<file path="src/rtl/spi_param_fifo_pkg.sv">
// ---------------------------------------------------------------------------
// spi_param_fifo_pkg
//   Shared definitions for the SPI TX/RX buffer family.
//   - SPI_FIFO_WIDTH / SPI_FIFO_DEPTH : default word width and entry count
//   - clog2()                          : elaboration-time ceil(log2) helper
//   - fifo_status_t                    : bundle of the decoded status bits
// ---------------------------------------------------------------------------
package spi_param_fifo_pkg;

  localparam int SPI_FIFO_WIDTH = 32;
  localparam int SPI_FIFO_DEPTH = 16;

  // ceil(log2(value)); returns 0 for value <= 1.
  function automatic int clog2(input int value);
    int result;
    int v;
    result = 0;
    v      = value - 1;
    while (v > 0) begin
      result = result + 1;
      v      = v >> 1;
    end
    return result;
  endfunction

  typedef struct packed {
    logic full;
    logic empty;
    logic almost_full;
    logic almost_empty;
  } fifo_status_t;

endpackage

</file>
<file path="src/rtl/spi_fifo_ram.sv">
// ---------------------------------------------------------------------------
// spi_fifo_ram
//   DEPTH x WIDTH register array for the SPI FIFO. One synchronous write
//   port, one asynchronous read port. Contents are not reset.
//   Ports:
//     Clock    in   1      write clock (rising edge)
//     wr_en    in   1      write strobe
//     wr_addr  in   AW     write address
//     wr_data  in   WIDTH  write data
//     rd_addr  in   AW     read address
//     rd_data  out  WIDTH  combinational read data
// ---------------------------------------------------------------------------
module spi_fifo_ram
  import spi_param_fifo_pkg::*;
#(
  parameter int WIDTH = SPI_FIFO_WIDTH,
  parameter int DEPTH = SPI_FIFO_DEPTH,
  parameter int AW    = clog2(DEPTH)
) (
  input  logic             Clock,
  input  logic             wr_en,
  input  logic [AW-1:0]    wr_addr,
  input  logic [WIDTH-1:0] wr_data,
  input  logic [AW-1:0]    rd_addr,
  output logic [WIDTH-1:0] rd_data
);

  logic [WIDTH-1:0] mem [DEPTH];

  always_ff @(posedge Clock) begin
    if (wr_en) begin
      mem[wr_addr] <= wr_data;
    end
  end

  assign rd_data = mem[rd_addr];

endmodule

</file>
<file path="src/rtl/spi_param_fifo.sv">
// ---------------------------------------------------------------------------
// spi_param_fifo
//   Parametrised synchronous first-word-fall-through FIFO for the SPI data
//   path. Holds the pointers, occupancy count, sticky error flags and status
//   decode; storage lives in spi_fifo_ram.
//   Ports:
//     Clock        in   1      single clock, rising edge
//     Reset_n      in   1      asynchronous active-low reset
//     Write        in   1      push request
//     DataIn       in   WIDTH  push data
//     Read         in   1      pop request
//     DataOut      out  WIDTH  head word, 0 while empty
//     Flush        in   1      synchronous empty request
//     ClearOV      in   1      clear overflow flag
//     ClearUF      in   1      clear underflow flag
//     Full         out  1      Level == DEPTH
//     Empty        out  1      Level == 0
//     AlmostFull   out  1      Level >= AF_LEVEL
//     AlmostEmpty  out  1      Level <= AE_LEVEL
//     Level        out  AW+1   occupancy 0..DEPTH
//     OV           out  1      sticky overflow
//     UF           out  1      sticky underflow
//
//   Handshake: Write/Read are requests sampled every rising edge. A push is
//   accepted when not full, or when full and a pop happens in the same cycle;
//   a pop is accepted when not empty. A rejected push drops its data and sets
//   OV, a rejected pop sets UF. Flush overrides both requests for that cycle
//   and sets no flag.
// ---------------------------------------------------------------------------
module spi_param_fifo
  import spi_param_fifo_pkg::*;
#(
  parameter int WIDTH    = SPI_FIFO_WIDTH,
  parameter int DEPTH    = SPI_FIFO_DEPTH,
  parameter int AF_LEVEL = DEPTH - 2,
  parameter int AE_LEVEL = 2,
  parameter int AW       = clog2(DEPTH)
) (
  input  logic             Clock,
  input  logic             Reset_n,
  input  logic             Write,
  input  logic [WIDTH-1:0] DataIn,
  input  logic             Read,
  output logic [WIDTH-1:0] DataOut,
  input  logic             Flush,
  input  logic             ClearOV,
  input  logic             ClearUF,
  output logic             Full,
  output logic             Empty,
  output logic             AlmostFull,
  output logic             AlmostEmpty,
  output logic [AW:0]      Level,
  output logic             OV,
  output logic             UF
);

  localparam logic [AW:0] LEVEL_FULL = (AW + 1)'(DEPTH);
  localparam logic [AW:0] LEVEL_AF   = (AW + 1)'(AF_LEVEL);
  localparam logic [AW:0] LEVEL_AE   = (AW + 1)'(AE_LEVEL);
  localparam logic [AW:0] LEVEL_ONE  = (AW + 1)'(1);
  localparam logic [AW-1:0] PTR_ONE  = AW'(1);

  logic [AW-1:0]    wr_ptr;
  logic [AW-1:0]    rd_ptr;
  logic [AW:0]      level;
  logic [AW:0]      level_nxt;
  logic             ov_q;
  logic             uf_q;
  logic             wr_ok;
  logic             rd_ok;
  logic             ov_set;
  logic             uf_set;
  logic [WIDTH-1:0] ram_rd_data;
  fifo_status_t     status;

  // Status decode: Level is the single source of truth for full/empty.
  always_comb begin
    status              = '0;
    status.full         = (level == LEVEL_FULL);
    status.empty        = (level == '0);
    status.almost_full  = (level >= LEVEL_AF);
    status.almost_empty = (level <= LEVEL_AE);
  end

  // Accept logic. A pop frees a slot in the same edge, so a full FIFO still
  // takes a push when it is popped at the same time.
  always_comb begin
    wr_ok  = Write & (~status.full | Read) & ~Flush;
    rd_ok  = Read & ~status.empty & ~Flush;
    ov_set = Write & status.full & ~Read & ~Flush;
    uf_set = Read & status.empty & ~Flush;
  end

  always_comb begin
    level_nxt = level;
    case ({wr_ok, rd_ok})
      2'b10:   level_nxt = level + LEVEL_ONE;
      2'b01:   level_nxt = level - LEVEL_ONE;
      default: level_nxt = level;
    endcase
  end

  always_ff @(posedge Clock or negedge Reset_n) begin
    if (!Reset_n) begin
      wr_ptr <= '0;
      rd_ptr <= '0;
      level  <= '0;
    end else if (Flush) begin
      wr_ptr <= '0;
      rd_ptr <= '0;
      level  <= '0;
    end else begin
      if (wr_ok) wr_ptr <= wr_ptr + PTR_ONE;
      if (rd_ok) rd_ptr <= rd_ptr + PTR_ONE;
      level <= level_nxt;
    end
  end

  // Sticky flags: a set event in the same cycle as the clear wins.
  // Flush deliberately leaves the flags alone.
  always_ff @(posedge Clock or negedge Reset_n) begin
    if (!Reset_n) begin
      ov_q <= 1'b0;
      uf_q <= 1'b0;
    end else begin
      if (ov_set)       ov_q <= 1'b1;
      else if (ClearOV) ov_q <= 1'b0;
      if (uf_set)       uf_q <= 1'b1;
      else if (ClearUF) uf_q <= 1'b0;
    end
  end

  spi_fifo_ram #(
    .WIDTH (WIDTH),
    .DEPTH (DEPTH),
    .AW    (AW)
  ) u_ram (
    .Clock   (Clock),
    .wr_en   (wr_ok),
    .wr_addr (wr_ptr),
    .wr_data (DataIn),
    .rd_addr (rd_ptr),
    .rd_data (ram_rd_data)
  );

  // Mask the stale array word while empty so DataOut reads 0.
  assign DataOut     = status.empty ? '0 : ram_rd_data;
  assign Full        = status.full;
  assign Empty       = status.empty;
  assign AlmostFull  = status.almost_full;
  assign AlmostEmpty = status.almost_empty;
  assign Level       = level;
  assign OV          = ov_q;
  assign UF          = uf_q;

endmodule
</file>
<file path="config.mk">
export PLATFORM = sky130hd
export DESIGN_NAME = spi_param_fifo
export DESIGN_NICKNAME = d
export VERILOG_FILES = /design/src/rtl/spi_param_fifo_pkg.sv /design/src/rtl/spi_fifo_ram.sv /design/src/rtl/spi_param_fifo.sv
export SDC_FILE = /design/constraint.sdc
export NUM_CORES = 1
export LEC_CHECK = 0
export BUFFER_PORTS_ARGS = -buffer_cell sky130_fd_sc_hd__buf_2
export CORE_MARGIN = 2
export CORE_UTILIZATION = 52
export DETAILED_ROUTE_END_ITERATION = 12
export GPL_TIMING_DRIVEN = 1
export PLACE_DENSITY = 0.69
export SLEW_MARGIN = 40
export SYNTH_ARGS = -nofsm -noshare
export SYNTH_HDL_FRONTEND = slang
export SYNTH_SLANG_ARGS = --single-unit
export TNS_END_PERCENT = 30
</file>
<file path="constraint.sdc">
create_clock -name Clock -period 5.2 [get_ports Clock]
set_input_delay 0.52 -clock Clock [delete_from_list [all_inputs] [get_ports Clock]]
set_output_delay 0.52 -clock Clock [all_outputs]
set_load 0.1 [all_outputs]
</file>
==> impl_metrics.yaml, run 1 <==
worst_setup_path:
  cp.required_ns: 4.68
  reg2reg_from: "Level[1]"
  endpoint_kind: "primary output"
  cp-start-kind: "flip-flop"
  startpoint: "rd_ptr[1]"
  arrival_ns: 3.33
  path_max_fanout: 36
  worstSetupPathType: "reg2out"
floorplanning:
  die-area_mm2: 0.0411
  die_h_um: 203
  initial_utilization_pct: 52.9
  rows: 72
  core_mm2: 0.0388
  ios: 82
  die_w_um: 203
cells_and_area:
  diodes: 0
  fin_util_pct: 59.7
  final_nets: 1046
  final_area_mm2: 0.0232
  fillers: 2708
  drive_above_1_share_pct: 33.9
  area_growth_syn_to_layout_pct: 12.8
yosys:
  ys_top_cells_by_count: "edfxtp_1, mux4_2, and2_1"
  yosys_warnings: 0
  synth_edf_count: 512
  synth_cell_types: 42
  yosysTopAreaCell: "edfxtp_1"
  synth_seq_area_share_pct: 76.7
  avgSynthCellArea_um2: 23.1
  ys_seq_elements: 527
  synth.area.top_cells: "edfxtp_1, mux4_2, dfrtp_1"
  syn_inst: 889
  ys.flop_type: "edfxtp_1"
  synth_top_area_share_pct: 74.8
  postSynth.asyncResetShare_pct: 2.85
  synth_most_common_cell: "edfxtp_1"
  syn_area_mm2: 0.0205
  synth_nets: 935
global_routing:
  grt_usage_pct: 21.5
  grt_pass1_wl_mm: 63.8
  gr-total-overflow: 0
  grt_max_degree: 82
  antenna_found_initial: 4
  grt_pass1_vias: 9857
power_and_ir_drop:
  peakVddDrop_mv: 0.291
  power_density_mw_per_mm2: 424
  p_leak_nw: 7.26
routing:
  vias: 9587
  drt-wirelength-per-cell_um: 27.4
  wl_mm: 42.6
  drtPass1Iterations: 5
  drc: 0
  post_drt_via_cell_ratio: 6.16
  first_iter_violations: 1048
  antenna_left: 0
cts:
  cts_made_buffers: 50
  clk_pin_slew_worst_paths_ns: 0.06
  post-cts-setup-buffers: 0
  cts_tree: "yes"
  clock_latency_ns: 0.56
  cts.sinks: 527
  cts-htree-levels: 2
  post_cts_resized: 0
  clock-root-buffer: "clkbuf_16"
  cts_hold_buf: 1
  cts_buffer_depth: 3
timing:
  timing.final.crit_period_ns: 3.85
  fmax_mhz: 260
  setup_violations: 0
  finalCritPeriodShare_pct: 74.1
  rsz0062_at_grt: "no"
  tns_ns: 0
  hold_violations: 0
  drv_slew: 0
  timing.slew.headroom_pct: 47.2
  tightest_slew_ns: 0.789
  skew_ns: 0.00649
placed_design:
  portBuffers: 81
  dp_hpwl_mm: 22.1
  place_congestion: 0.801
  place_area_mm2: 0.0217
run_status:
  status: "finished clean"
worst_hold_path:
  min_from: "ClearUF"
  hold_path.class: "in2reg"
job:
  drv_cap: 0
placed cells by master (no fill, tap or decap), drive strengths merged, types with 2 or more instances in the layout:
cell type | netlist | final
o21ai | 5 | 5
clkbuf | 23 | 66
nand3 | 5 | 5
nor4 | 4 | 4
nor2b | 2 | 2
ha | 7 | 7
nand2 | 21 | 21
clkinv | 1 | 23
mux4 | 160 | 160
xnor2 | 2 | 2
nand4 | 2 | 2
edfxtp | 512 | 512
o2111ai | 2 | 2
inv | 6 | 6
dfrtp | 15 | 15
xor2 | 6 | 6
o31ai | 2 | 2
nor3 | 11 | 11
and2 | 33 | 33
buf | 25 | 106
a21oi | 5 | 5
nand2b | 2 | 2
nor2 | 24 | 24
a21o | 2 | 2
critical path: stages (launching register included):
cell and delay (ns):
dfrtp_4 0.70, buf_12 0.30, buf_4 0.41, mux4_2 0.38, mux4_2 0.45, and2_1 0.19
buf_2 0.29
kinds of logic after synthesis:
group           share of synthesized area (%)
flops                                    76.7
mux                                      17.5
simple gates                             2.71
buf+inv                                  1.46
compound gates                          0.859
xor+xnor                                0.341
fa+ha+maj                               0.426
state kept, by name, indices dropped and copies added, names as in the netlist:
register	count
Level	5
OV	1
UF	1
rd_ptr	4
u_ram.mem	512
wr_ptr	4
path summary, 6_finish.rpt:
| kind | slack (ns) | to | depth (start not counted) |
|---|---|---|---|
| hold / removal | 0.14 | UF | 2 |
| setup / recovery | 1.35 | DataOut[9] | 6 |
| setup reg to reg | 1.91 | u_ram.mem[15][25] | 6 |
| hold reg to reg | 0.52 | UF | 2 |
| max in group asynchronous | 4.51 | rd_ptr[1] | 2 |
| min in group asynchronous | 0.40 | OV | 2 |
per-stage QoR:
stage	power, mW	std cells	hold slack [ns]	setup slack [ns]
after floorplan	6.29	889	0.224	-0.116
after global placement	6.61	1464	0.448	1.81
after detailed placement	6.62	1465	0.452	1.89
after CTS	9.92	1556	0.118	1.30
after global routing	10.2	1556	0.125	1.21
final	9.83	1556	0.144	1.35
layer usage:
| layer | track usage (%) | vias up | wire length, um |
|---|---|---|---|
| met1 | 31.8 | 5116 | 17900 |
| met3 | 3.34 | 79 | 3060 |
| met2 | 34.0 | 411 | 20700 |
| met5 | 0 | - | 40 |
| met4 | 5.60 | 6 | 924 |
| li1 | - | 3975 | - |
layout make-up:
type | instances | area [um^2] | area share, %
multi-input combinational | 307 | 4610 | 19.9
inverter | 7 | 26.3 | 0.113
clock buffer | 66 | 1330 | 5.75
tap | 518 | 648 | 2.80
clock inverter | 24 | 154 | 0.664
timing repair buffer | 107 | 653 | 2.82
sequential | 527 | 15800 | 68.0
where the power goes:
part	switching [mW]	internal, mW	total, mW	leakage [nW]
clock network	1.47	1.85	3.32	0.722
logic	1.19	0.570	1.76	1.73
registers	0.0376	4.70	4.74	4.81
(Power assumes the default switching activity.)
==> run 2, diff against run 1 <==
==> constraint.sdc (replaced) <==
create_clock -name Clock -period 3.9 [get_ports Clock]
set_input_delay 0.39 -clock Clock [delete_from_list [all_inputs] [get_ports Clock]]
set_output_delay 0.39 -clock Clock [all_outputs]
set_load 0.1 [all_outputs]
==> run 2 against run 1 <==
- clock skew up 0.0078 ns
- sequential share of layout area down 0.84 points
- setup slack worse by 1.1 ns
- highest routed layer unchanged
- critical path depth down 1
==> impl_metrics.yaml, run 2 (synthesized netlist as in run 1, its figures left out) <==
cts:
  cts_made_buffers: 51
  cts-htree-levels: 2
  post_cts_resized: 0
  cts.sinks: 527
  clk_pin_slew_worst_paths_ns: 0.06
  cts_buffer_depth: 3
  cts_tree: "yes"
  clock_latency_ns: 0.58
  clock-root-buffer: "clkbuf_16"
routing:
  drtPass1Iterations: 6
  drc: 0
  post_drt_via_cell_ratio: 6.02
  vias: 9493
  antenna_left: 0
  first_iter_violations: 870
  drt-wirelength-per-cell_um: 26.6
  wl_mm: 41.9
worst_setup_path:
  cp-endpoint: "DataOut[20]"
  cp.required_ns: 3.51
  arrival_ns: 3.24
  endpoint_kind: "primary output"
  r2r-end: "u_ram.mem[13][15]"
  reg2reg_from: "Level[1]"
  worstSetupPathType: "reg2out"
  regToRegSetupSlack_ns: 0.66
  startpoint: "rd_ptr[0]"
  cp-start-kind: "flip-flop"
  path_max_fanout: 21
  reg2regPathDepth: 6
run_status:
  status: "finished clean"
global_routing:
  grt_max_degree: 43
  grt_pass1_wl_mm: 63.5
  antenna_found_initial: 2
  gr-total-overflow: 0
  grt_usage_pct: 21.2
  grt_pass1_vias: 9943
floorplanning:
  core_mm2: 0.0388
  die-area_mm2: 0.0411
  initial_utilization_pct: 52.9
  die_w_um: 203
  ios: 82
  die_h_um: 203
  rows: 72
timing:
  timing.slew.headroom_pct: 53.1
  rsz0062_at_grt: "no"
  skew_ns: 0.0143
  whs_ns: 0.0942
  fmax_mhz: 275
  hold_violations: 0
  timing.final.crit_period_ns: 3.63
  drv_slew: 0
  tns_ns: 0
  setup_ws_ns: 0.269
  tightest_slew_ns: 0.703
  finalCritPeriodShare_pct: 93.1
  setup_violations: 0
placed_design:
  portBuffers: 81
  dp_slack_ns: 0.698
  place_area_mm2: 0.0219
  place_congestion: 0.789
  dp_hpwl_mm: 24.1
power_and_ir_drop:
  p_clk_share_pct: 35.0
  power_density_mw_per_mm2: 569
  p_seq_share_pct: 47.5
  p_int_mw: 9.73
  peakVddDrop_mv: 0.523
  p_sw_mw: 3.62
  p_comb_share_pct: 17.5
  switching_share_pct: 27.1
  p_leak_nw: 7.42
cells_and_area:
  fillers: 2660
  area_growth_syn_to_layout_pct: 14.3
  fin_util_pct: 60.5
  multi_input_area_mm2: 0.00463
  seqCellArea_mm2: 0.0158
  top_register: "u_ram.mem"
  largest_reg_flops: 512
  diodes: 0
  final_area_mm2: 0.0235
  drive_above_1_share_pct: 35.4
  final_nets: 1064
  final_cell_mix: "edfxtp_1, mux4_2, buf_2"
  layout_commonest_cell: "edfxtp_1"
  largestRegisters: "u_ram.mem x512, Level x5"
worst_hold_path:
  min_path_cells: 3
  hold_path.class: "in2reg"
job:
  drv_cap: 0
run 2: worst min path at each step:
stage,startpoint,end,slack (ns)
floorplan,Reset_n,Level[0],0.09
global placement,Reset_n,OV,0.32
detailed placement,Reset_n,OV,0.33
CTS,ClearOV,OV,0.06
global route,ClearOV,OV,0.08
finish,ClearOV,OV,0.09
run 2: power groups by stage:
| stage | clock (mW) | combinational (mW) | sequential, mW |
|---|---|---|---|
| 5_1_grt | 4.99 | 2.47 | 6.35 |
| 3_3_place_gp | 0 | 2.35 | 6.46 |
| 4_1_cts | 4.77 | 2.37 | 6.35 |
| 6_report | 4.67 | 2.33 | 6.34 |
| 3_5_place_dp | 0 | 2.36 | 6.47 |
| 2_1_floorplan | 0 | 1.91 | 6.48 |
run 2: worst max-delay path, stage by stage (launching register included):
cell and delay, ns:
dfrtp_4 0.67, buf_4 0.46, mux4_2 0.57, mux4_2 0.48, and2_1 0.17, buf_2 0.29
run 2: metrics by stage:
stage                     instances  total power [mW]
final                          1577              13.3
after global routing           1577              13.8
after CTS                      1577              13.5
after detailed placement       1481              8.83
after global placement         1481              8.82
after floorplan                 889              8.39
run 2: cell type report:
| cell class | count | share of cell area (%) |
|---|---|---|
| inverter | 7 | 0.112 |
| multi-input combinational | 307 | 19.7 |
| sequential | 527 | 67.1 |
| clock inverter | 26 | 0.869 |
| timing repair buffer | 124 | 3.50 |
| tap | 518 | 2.76 |
| clock buffer | 68 | 5.89 |
run 2: per-layer routing:
layer	share of wire, %	wire length (um)	global-route usage, %
met1	43	18100	31.2
met2	49	20600	33.8
met3	5.4	2270	3.79
met4	2.2	909	5.21
met5	0.026	11	0
run 2: timing repair:
action,in CTS,in global routing
hold buffers,2,0
endpoints found under the hold margin,16,0
setup buffers,0,0
==> run 3, diff against run 2 <==
==> constraint.sdc (replaced) <==
create_clock -name Clock -period 4.5 [get_ports Clock]
set_input_delay 0.45 -clock Clock [delete_from_list [all_inputs] [get_ports Clock]]
set_output_delay 0.45 -clock Clock [all_outputs]
set_load 0.1 [all_outputs]
==> run 3 against run 2 <==
- sequential power is 13% lower
- register-to-register slack better by 0.47 ns
- clock skew is 0.00074 ns higher
- via count is 0.81% higher
- total power is 12% lower
- non-clock buffer count is 4 lower
- wire length is 2.8% higher
- final cell count hardly changed
- clock power is 10% lower
- critical endpoint is now DataOut[23]
==> impl_metrics.yaml, run 3 (synthesized netlist as in run 1, its figures left out) <==
run_status:
  status: "finished clean"
worst_setup_path:
  critPathTopFamily: "multiplexers"
  endpoint_kind: "primary output"
  cp_slowest_cell: "dfrtp_4"
  path_common_cell: "mux4_2"
  critPathBufInv: 2
  arrival_ns: 3.37
  worstSetupPathType: "reg2out"
  path_max_fanout: 34
  crit_chain: "buf_4, mux4_2, mux4_2, and2_1, buf_2"
  cp.required_ns: 4.05
  cp-start-kind: "flip-flop"
  slowest_delay_ns: 0.88
cts:
  clock-root-buffer: "clkbuf_16"
  clk_pin_slew_worst_paths_ns: 0.06
  cts_tree: "yes"
  cts_made_buffers: 52
  post-cts-setup-buffers: 0
  clock_latency_ns: 0.57
  post_cts_resized: 0
  cts.sinks: 527
  cts-htree-levels: 2
  cts_buffer_depth: 3
cells_and_area:
  final_cell_mix: "edfxtp_1, mux4_2, buf_2"
  fin_util_pct: 60.6
  largest_reg_flops: 512
  final_nets: 1061
  drive_above_1_share_pct: 35.4
  largestRegisters: "u_ram.mem x512, Level x5"
  final_area_mm2: 0.0235
  top_register: "u_ram.mem"
  layout_commonest_cell: "edfxtp_1"
  area_growth_syn_to_layout_pct: 14.5
power_and_ir_drop:
  p_clk_share_pct: 35.7
  switching_share_pct: 27.0
  power_density_mw_per_mm2: 500
  p_sw_mw: 3.18
  p_int_mw: 8.59
  power.total_mw: 11.8
  peakVddDrop_mv: 0.355
  p_seq_share_pct: 47.0
  p_leak_nw: 7.44
  p_comb_share_pct: 17.3
timing:
  finalCritPeriodShare_pct: 84.9
  timing.slew.headroom_pct: 49.1
  drv_slew: 0
  rsz0062_at_grt: "no"
  fmax_mhz: 262
  skew_ns: 0.0150
  setup_ws_ns: 0.677
  tns_ns: 0
  hold_violations: 0
  timing.final.crit_period_ns: 3.82
  setup_violations: 0
  tightest_slew_ns: 0.762
floorplanning:
  rows: 72
  initial_utilization_pct: 52.9
  die-area_mm2: 0.0411
  die_w_um: 203
  ios: 82
  die_h_um: 203
  core_mm2: 0.0388
routing:
  vias: 9570
  drc: 0
  drt-wirelength-per-cell_um: 27.3
  first_iter_violations: 949
  drtPass1Iterations: 5
  wl_mm: 43.1
  antenna_left: 0
  post_drt_via_cell_ratio: 6.06
global_routing:
  grt_usage_pct: 21.6
  gr-total-overflow: 0
  grt_max_degree: 55
  antenna_found_initial: 3
  grt_pass1_wl_mm: 64.4
  grt_pass1_vias: 9800
job:
  drv_cap: 0
placed_design:
  place_congestion: 0.773
  place_area_mm2: 0.0218
  dp_hpwl_mm: 23.0
  dp_slack_ns: 1.20
  portBuffers: 81
worst_hold_path:
  hold_path.class: "in2reg"
==> run 3: cell count changes in the layout (fill, tap and decap cells not counted), sizes merged <==
cell / delta
buf: -3
bufinv: +2
clkbuf: -6
clkinv: +8
clkinvlp: -1
diode: +2
dlygate4sd3: -1
==> run 3: per-layer routing <==
layer	up-vias	routed length [um]	track usage, %
li1	4017	-	-
met1	5209	18900	32.2
met2	281	21100	34.7
met3	61	2410	3.34
met4	2	682	4.41
met5	-	13	0
==> run 3: cell type report <==
cell class,count,area [um^2]
sequential,527,15800
fill,2636,15300
multi-input combinational,307,4600
clock buffer,62,1380
timing repair buffer,120,801
tap,518,648
clock inverter,35,289
inverter,7,26.3
antenna,2,5.00
==> run 3: what timing repair did <==
item | CTS | global route
setup endpoints to repair | 0 | 0
endpoints found under the hold margin | 15 | 0
hold buffers | 1 | 0
==> run 3: worst paths after layout <==
kind | startpoint | to | slack (ns) | cells past startpoint
setup / recovery | rd_ptr[0] | DataOut[23] | 0.68 | 5
hold / removal | ClearUF | UF | 0.09 | 2
setup reg to reg | Level[1] | u_ram.mem[9][9] | 1.13 | 6
hold reg to reg | OV | OV | 0.50 | 1
max in group asynchronous | Reset_n | rd_ptr[1] | 3.88 | 2
min in group asynchronous | Reset_n | OV | 0.32 | 2
==> run 3: power groups by stage <==
stage | clock [mW] | sequential [mW] | combinational, mW
3_5_place_dp | 0 | 5.63 | 2.06
3_3_place_gp | 0 | 5.63 | 2.04
2_1_floorplan | 0 | 5.62 | 1.65
6_report | 4.20 | 5.53 | 2.03
4_1_cts | 4.28 | 5.53 | 2.06
5_1_grt | 4.49 | 5.54 | 2.14
==> run 3: metrics by stage <==
| step | hold WS (ns) | instances |
|---|---|---|
| after floorplan | 0.154 | 889 |
| after global placement | 0.378 | 1478 |
| after detailed placement | 0.388 | 1478 |
| after CTS | 0.0589 | 1576 |
| after global routing | 0.0552 | 1577 |
| final | 0.0859 | 1578 |
